## config.mk

```make
export PLATFORM = sky130hd
export DESIGN_NAME = id_ex_stage
export DESIGN_NICKNAME = d
export VERILOG_FILES = /design/src/rtl/id_ex_stage.sv
export SDC_FILE = /design/constraint.sdc
export NUM_CORES = 1
export LEC_CHECK = 0
export BUFFER_PORTS_ARGS = -buffer_cell sky130_fd_sc_hd__buf_2
export CAP_MARGIN = 20
export CELL_PAD_IN_SITES_DETAIL_PLACEMENT = 0
export CELL_PAD_IN_SITES_GLOBAL_PLACEMENT = 1
export CORE_MARGIN = 3
export CORE_UTILIZATION = 35
export DETAILED_ROUTE_END_ITERATION = 7
export PLACE_DENSITY_LB_ADDON = 0.1
export SYNTH_ARGS = -nofsm -noshare
export SYNTH_HDL_FRONTEND = slang
export SYNTH_SLANG_ARGS = --single-unit
```

## constraint.sdc

```tcl
create_clock -name clk -period 5.9 [get_ports clk]
set_input_delay 0.885 -clock clk [delete_from_list [all_inputs] [get_ports clk]]
set_output_delay 0.885 -clock clk [all_outputs]
set_load 0.01 [all_outputs]
```

## src/rtl/id_ex_stage.sv

```systemverilog
// id_ex_stage: ID/EX pipeline register with load-use bubble insertion and WB operand snooping
module id_ex_stage #(
    parameter int XLEN       = 32,
    parameter int CTRL_W     = 12,
    parameter int PERF_CNT_W = 16
) (
    input  logic                  clk,
    input  logic                  rst,
    input  logic                  id_valid,
    input  logic [XLEN-1:0]       id_pc,
    input  logic [4:0]            id_rs1_addr,
    input  logic [4:0]            id_rs2_addr,
    input  logic [4:0]            id_rd_addr,
    input  logic                  id_uses_rs1,
    input  logic                  id_uses_rs2,
    input  logic [XLEN-1:0]       id_rs1_data,
    input  logic [XLEN-1:0]       id_rs2_data,
    input  logic [XLEN-1:0]       id_imm,
    input  logic [CTRL_W-1:0]     id_ctrl,
    input  logic                  flush,
    input  logic                  ex_stall,
    input  logic                  wb_reg_write,
    input  logic [4:0]            wb_rd_addr,
    input  logic [XLEN-1:0]       wb_rd_data,
    output logic                  ex_valid,
    output logic [XLEN-1:0]       ex_pc,
    output logic [4:0]            ex_rs1_addr,
    output logic [4:0]            ex_rs2_addr,
    output logic [4:0]            ex_rd_addr,
    output logic [XLEN-1:0]       ex_rs1_data,
    output logic [XLEN-1:0]       ex_rs2_data,
    output logic [XLEN-1:0]       ex_imm,
    output logic [CTRL_W-1:0]     ex_ctrl,
    output logic                  load_use_stall,
    output logic [PERF_CNT_W-1:0] bubble_count
);
    logic                  valid_q, valid_d;
    logic [XLEN-1:0]       pc_q, pc_d, imm_q, imm_d, rs1_data_q, rs1_data_d, rs2_data_q, rs2_data_d;
    logic [4:0]            rs1_addr_q, rs1_addr_d, rs2_addr_q, rs2_addr_d, rd_addr_q, rd_addr_d;
    logic [CTRL_W-1:0]     ctrl_q, ctrl_d;
    logic [PERF_CNT_W-1:0] cnt_q, cnt_d;
    logic                  hazard;

    function automatic logic wbhit(input logic [4:0] a);
        return wb_reg_write && wb_rd_addr != 5'd0 && wb_rd_addr == a;
    endfunction

    assign hazard = valid_q && ctrl_q[10] && rd_addr_q != 5'd0 &&
                    ((id_uses_rs1 && id_rs1_addr == rd_addr_q) || (id_uses_rs2 && id_rs2_addr == rd_addr_q));
    assign load_use_stall = hazard && !flush && !ex_stall;

    always_comb begin
        valid_d    = valid_q;
        pc_d       = pc_q;
        rs1_addr_d = rs1_addr_q;
        rs2_addr_d = rs2_addr_q;
        rd_addr_d  = rd_addr_q;
        rs1_data_d = rs1_data_q;
        rs2_data_d = rs2_data_q;
        imm_d      = imm_q;
        ctrl_d     = ctrl_q;
        cnt_d      = cnt_q;
        if (flush || (!ex_stall && (hazard || !id_valid))) begin
            valid_d    = 1'b0;
            pc_d       = '0;
            rs1_addr_d = '0;
            rs2_addr_d = '0;
            rd_addr_d  = '0;
            rs1_data_d = '0;
            rs2_data_d = '0;
            imm_d      = '0;
            ctrl_d     = '0;
        end else if (ex_stall) begin
            rs1_data_d = (valid_q && wbhit(rs1_addr_q)) ? wb_rd_data : rs1_data_q;
            rs2_data_d = (valid_q && wbhit(rs2_addr_q)) ? wb_rd_data : rs2_data_q;
        end else begin
            valid_d    = 1'b1;
            pc_d       = id_pc;
            rs1_addr_d = id_rs1_addr;
            rs2_addr_d = id_rs2_addr;
            rd_addr_d  = id_rd_addr;
            rs1_data_d = wbhit(id_rs1_addr) ? wb_rd_data : id_rs1_data;
            rs2_data_d = wbhit(id_rs2_addr) ? wb_rd_data : id_rs2_data;
            imm_d      = id_imm;
            ctrl_d     = id_ctrl;
        end
        if (load_use_stall && !(&cnt_q))
            cnt_d = cnt_q + PERF_CNT_W'(1);
    end

    always_ff @(posedge clk or posedge rst) begin
        if (rst) begin
            valid_q    <= 1'b0;
            pc_q       <= '0;
            rs1_addr_q <= '0;
            rs2_addr_q <= '0;
            rd_addr_q  <= '0;
            rs1_data_q <= '0;
            rs2_data_q <= '0;
            imm_q      <= '0;
            ctrl_q     <= '0;
            cnt_q      <= '0;
        end else begin
            valid_q    <= valid_d;
            pc_q       <= pc_d;
            rs1_addr_q <= rs1_addr_d;
            rs2_addr_q <= rs2_addr_d;
            rd_addr_q  <= rd_addr_d;
            rs1_data_q <= rs1_data_d;
            rs2_data_q <= rs2_data_d;
            imm_q      <= imm_d;
            ctrl_q     <= ctrl_d;
            cnt_q      <= cnt_d;
        end
    end

    assign ex_valid     = valid_q;
    assign ex_pc        = pc_q;
    assign ex_rs1_addr  = rs1_addr_q;
    assign ex_rs2_addr  = rs2_addr_q;
    assign ex_rd_addr   = rd_addr_q;
    assign ex_rs1_data  = rs1_data_q;
    assign ex_rs2_data  = rs2_data_q;
    assign ex_imm       = imm_q;
    assign ex_ctrl      = ctrl_q;
    assign bubble_count = cnt_q;

    a_bubble_ctrl: assert property (@(posedge clk) disable iff (rst) valid_q || ctrl_q == '0);
    a_stall_flush: assert property (@(posedge clk) disable iff (rst) !(load_use_stall && flush));
endmodule

```

==> impl_metrics.prom <==
# TYPE chip_impl_metric gauge
chip_impl_metric{name="synth_fp_nets",unit=""} 821
chip_impl_info{name="synth-main-ff-cell",value="sky130_fd_sc_hd__dfrtp_1"} 1
chip_impl_metric{name="design.die.area",unit="sq um"} 23600
chip_impl_metric{name="routabilityCongestion",unit=""} 0.809
chip_impl_metric{name="synth-warning-count",unit=""} 0
chip_impl_metric{name="largest_net_degree_at_the_start_of_global_routing",unit=""} 94
chip_impl_metric{name="syn_avg_cell_area",unit="sq um"} 12.3
chip_impl_metric{name="die_height",unit="um"} 154
chip_impl_metric{name="pwr-share-clk",unit="%"} 41.2
chip_impl_metric{name="fraction_of_power_spent_switching_nets",unit="%"} 26.8
chip_impl_metric{name="max_clock_freq",unit="MHz"} 343
chip_impl_metric{name="route.vias.total",unit=""} 6237
chip_impl_metric{name="setup_tns",unit="ns"} 0
chip_impl_metric{name="worst-path-max-fanout",unit=""} 41
chip_impl_metric{name="overflow",unit=""} 0
chip_impl_metric{name="first_pass_iters",unit=""} 4
chip_impl_metric{name="drt_wl_total",unit="mm"} 24.4
chip_impl_metric{name="clkTransAtPathRegs",unit="ns"} 0.07
chip_impl_info{name="crit_chain",value="buf_2 > xnor2_1 > nand4_1 > o22ai_1 > a21boi_1 > o21bai_4 > buf_4 > a211oi_1"} 1
chip_impl_info{name="crit_path_top_delay_cell",value="sky130_fd_sc_hd__o21bai_4"} 1
chip_impl_metric{name="final.setup_skew",unit="ns"} 0.0123
chip_impl_metric{name="insertion_delay",unit="ns"} 0.43
chip_impl_metric{name="detail_route.drc_violations",unit=""} 0
chip_impl_metric{name="cts-htree-levels",unit=""} 4
chip_impl_metric{name="comb_power_share",unit="%"} 13.4
chip_impl_metric{name="crit_arrival",unit="ns"} 3.19
chip_impl_metric{name="power_density",unit="nW/um^2"} 273
chip_impl_metric{name="grt_first_pass_wirelength",unit="mm"} 37.8
chip_impl_metric{name="p_int",unit="mW"} 2.04
chip_impl_metric{name="synth-seq-cells",unit=""} 172
chip_impl_metric{name="core.rowCount",unit=""} 53
chip_impl_metric{name="grt_pass1_vias",unit=""} 6177
chip_impl_metric{name="worst-endpoint-required",unit="ns"} 6.17
chip_impl_metric{name="design.portCount",unit=""} 373
chip_impl_info{name="worst_path_dominant_cell_family",value="compound AO/OA/AOI/OAI gates"} 1
chip_impl_metric{name="cts_repair_resized_insts",unit=""} 0
chip_impl_metric{name="cts-root-to-sink-buffers",unit=""} 2
chip_impl_metric{name="dp_hpwl",unit="mm"} 17.9
chip_impl_metric{name="synthesis.instances",unit=""} 620
chip_impl_metric{name="path_buf_inv",unit=""} 2
chip_impl_metric{name="drt-vias-per-instance",unit=""} 4.96
chip_impl_metric{name="total_leakage_power",unit="nW"} 5.67
chip_impl_info{name="clk_root_buffer_cell",value="sky130_fd_sc_hd__clkbuf_16"} 1
chip_impl_metric{name="finish.net_count",unit=""} 1169
chip_impl_metric{name="numClockSinks",unit=""} 172
chip_impl_metric{name="drt_first_iter_violations",unit=""} 381
chip_impl_metric{name="power.sequential.fraction",unit="%"} 45.4
chip_impl_info{name="grt_setup_unrepaired",value="no"} 1
chip_impl_metric{name="final.min_clock_period",unit="ns"} 2.91
chip_impl_metric{name="ys_async_sr_fraction",unit="%"} 100
chip_impl_metric{name="vdd_drop_max",unit="mV"} 0.182
chip_impl_info{name="run_status",value="completed"} 1
chip_impl_metric{name="final_layout_size_suffix_gt1_share",unit="%"} 43.3
chip_impl_info{name="hold_path_class",value="register to register"} 1
chip_impl_info{name="setup.worst_path.start_class",value="primary input"} 1
chip_impl_metric{name="port_buffers",unit=""} 372
chip_impl_metric{name="report.final.hold_viol_count",unit=""} 0
chip_impl_metric{name="fin_crit_sh",unit="%"} 49.4
chip_impl_info{name="category_of_the_worst_setup_path_capture_point",value="register"} 1
chip_impl_metric{name="detail_routed_net_length_per_standard_cell",unit="um"} 19.4
chip_impl_metric{name="post_synth_num_cell_types",unit=""} 32
chip_impl_metric{name="tightestPinTransition",unit="ns"} 1.07
chip_impl_info{name="critical_path_class",value="primary input to register"} 1
chip_impl_metric{name="start_util",unit="%"} 36.0
chip_impl_metric{name="maxSlewViolCount",unit=""} 0
chip_impl_metric{name="ys_seq_area_share",unit="%"} 56.4
chip_impl_metric{name="cts_inserted_buffers",unit=""} 17
chip_impl_metric{name="crit_path_max_incr_delay",unit="ns"} 0.84
chip_impl_metric{name="gr-usage-all-layers",unit="%"} 20.3
chip_impl_metric{name="post-cts-setup-buffers",unit=""} 0
chip_impl_metric{name="timing.final.setup_violations",unit=""} 0
chip_impl_info{name="tritoncts",value="done"} 1
chip_impl_metric{name="synth-edff-count",unit=""} 0
chip_impl_metric{name="cap_viol_max_count",unit=""} 0
chip_impl_metric{name="initial_antenna_violation_count",unit=""} 4
chip_impl_metric{name="core_area",unit="sq um"} 21200
chip_impl_metric{name="cts-hold-fix-buffers",unit=""} 0
chip_impl_metric{name="syn-cell-area",unit="sq um"} 7630
chip_impl_metric{name="postRouteAntennaNets",unit=""} 0
chip_impl_metric{name="switchingPower",unit="uW"} 746
chip_impl_metric{name="finalHoldWorstSlack",unit="ns"} 0.488
chip_impl_metric{name="synthToLayoutAreaGrowth",unit="%"} 33.7
chip_impl_metric{name="floorplan_die_width",unit="um"} 154
chip_impl_metric{name="worst_slew_margin_rel",unit="%"} 28.4
==> final cells by class <==
class                   instances  area (sq um)
clock inverters                14           155
diodes                          2          5.00
repair buffers                381          1940
fillers                      2027         11000
well taps                     275           344
clock buffers                  18           439
inverters                       1          8.76
flip-flops and latches        172          4300
multi-input cells             395          3010
==> power groups by stage <==
| stage | logic [mW] | registers [mW] | clock network, mW |
|---|---|---|---|
| CTS | 0.380 | 1.27 | 1.18 |
| global route | 0.412 | 1.27 | 1.23 |
| global placement | 0.381 | 1.29 | 0 |
| finish | 0.372 | 1.27 | 1.15 |
| detailed placement | 0.379 | 1.29 | 0 |
| floorplan | 0.179 | 1.31 | 0 |
==> placed cells by master (no fill, tap or decap), types with 2 or more instances in the layout <==
| cell type | Yosys | final |
|---|---|---|
| sky130_fd_sc_hd__a211oi_1 | 64 | 64 |
| sky130_fd_sc_hd__a22o_1 | 91 | 91 |
| sky130_fd_sc_hd__a41oi_4 | 2 | 2 |
| sky130_fd_sc_hd__and3_1 | 3 | 3 |
| sky130_fd_sc_hd__buf_2 | 16 | 372 |
| sky130_fd_sc_hd__buf_4 | 2 | 8 |
| sky130_fd_sc_hd__bufinv_16 | 0 | 2 |
| sky130_fd_sc_hd__clkbuf_16 | 0 | 17 |
| sky130_fd_sc_hd__clkinv_2 | 0 | 3 |
| sky130_fd_sc_hd__dfrtp_1 | 172 | 172 |
| sky130_fd_sc_hd__diode_2 | 0 | 2 |
| sky130_fd_sc_hd__inv_6 | 0 | 7 |
| sky130_fd_sc_hd__mux2i_1 | 64 | 64 |
| sky130_fd_sc_hd__nand2_1 | 13 | 11 |
| sky130_fd_sc_hd__nand2_2 | 0 | 2 |
| sky130_fd_sc_hd__nand3_1 | 6 | 6 |
| sky130_fd_sc_hd__nand4_1 | 7 | 7 |
| sky130_fd_sc_hd__nor2_1 | 74 | 74 |
| sky130_fd_sc_hd__nor3_1 | 10 | 10 |
| sky130_fd_sc_hd__nor3_2 | 2 | 2 |
| sky130_fd_sc_hd__o311a_1 | 2 | 2 |
| sky130_fd_sc_hd__or3_1 | 2 | 2 |
| sky130_fd_sc_hd__xnor2_1 | 16 | 16 |
| sky130_fd_sc_hd__xor2_1 | 29 | 29 |
==> layer usage <==
layer	wire length (um)	track usage, %	vias to the layer above
li1	-	-	2990
met1	10400	26.5	2962
met2	11600	32.6	253
met3	1980	6.45	28
met4	352	6.10	4
met5	27	0	-
==> cell families after synthesis <==
| logic type | after synthesis | synth area share (%) |
|---|---|---|
| flip-flops | 172 | 56.4 |
| AO/OA/AOI/OAI | 164 | 18.3 |
| AND/OR/NAND/NOR | 120 | 6.89 |
| multiplexers | 65 | 8.54 |
| buffers and inverters | 53 | 4.54 |
| XOR/XNOR | 45 | 5.16 |
| adder cells (fa/ha/maj) | 1 | 0.164 |
==> through the flow <==
stage               total power [mW]  util (%)  cell area (sq um)  instances  setup WS, ns
global placement                1.67      45.2               9580       1223          2.57
floorplan                       1.49         -               7630        620         0.355
finish                          2.79      48.1              10200       1258          2.99
detailed placement              1.67      45.2               9580       1223          2.50
global route                    2.91      48.1              10200       1258          2.74
CTS                             2.82      48.0              10200       1255          2.96
==> registers in the layout, summed over array words and instances (netlist names) <==
signal        cells
bubble_count     16
ex_ctrl          12
ex_pc            32
ex_valid          1
ex_rd_addr        5
ex_rs2_data      32
ex_imm           32
ex_rs1_addr       5
ex_rs2_addr       5
ex_rs1_data      32
==> worst paths after layout <==
kind,start,end,slack (ns),cells after the start
min,bubble_count[11]$_DFFE_PP0P_,bubble_count[11]$_DFFE_PP0P_,0.49,1
max reg2reg,ex_rd_addr[4]$_DFFE_PP0P_,ex_rs2_data[13]$_DFFE_PP0P_,3.06,7
min reg2reg,bubble_count[11]$_DFFE_PP0P_,bubble_count[11]$_DFFE_PP0P_,0.49,1
max in group asynchronous,rst,ex_rs2_data[9]$_DFFE_PP0P_,4.14,3
min in group asynchronous,rst,ex_pc[16]$_DFFE_PP0P_,0.53,2
max,id_rs2_addr[4],ex_rs2_data[13]$_DFFE_PP0P_,2.99,8
==> cells in the mapped netlist (2+ instances only) <==
library cell,count,area share [%]
sky130_fd_sc_hd__buf_12,6,1.6
sky130_fd_sc_hd__buf_2,16,1.0
sky130_fd_sc_hd__or3_1,2,0.16
sky130_fd_sc_hd__nor2_1,74,3.6
sky130_fd_sc_hd__xnor2_1,16,1.8
sky130_fd_sc_hd__nor3_2,2,0.26
sky130_fd_sc_hd__a41oi_4,2,0.72
sky130_fd_sc_hd__nand2_1,13,0.64
sky130_fd_sc_hd__nand3_1,6,0.39
sky130_fd_sc_hd__a22o_1,91,10
sky130_fd_sc_hd__clkbuf_1,25,1.2
sky130_fd_sc_hd__buf_6,3,0.44
sky130_fd_sc_hd__and3_1,3,0.25
sky130_fd_sc_hd__xor2_1,29,3.3
sky130_fd_sc_hd__nand4_1,7,0.57
sky130_fd_sc_hd__buf_4,2,0.20
sky130_fd_sc_hd__o311a_1,2,0.26
sky130_fd_sc_hd__dfrtp_1,172,56
sky130_fd_sc_hd__a211oi_1,64,6.3
sky130_fd_sc_hd__nor3_1,10,0.66
sky130_fd_sc_hd__mux2i_1,64,8.4
Power figures use the tool's default switching activity.
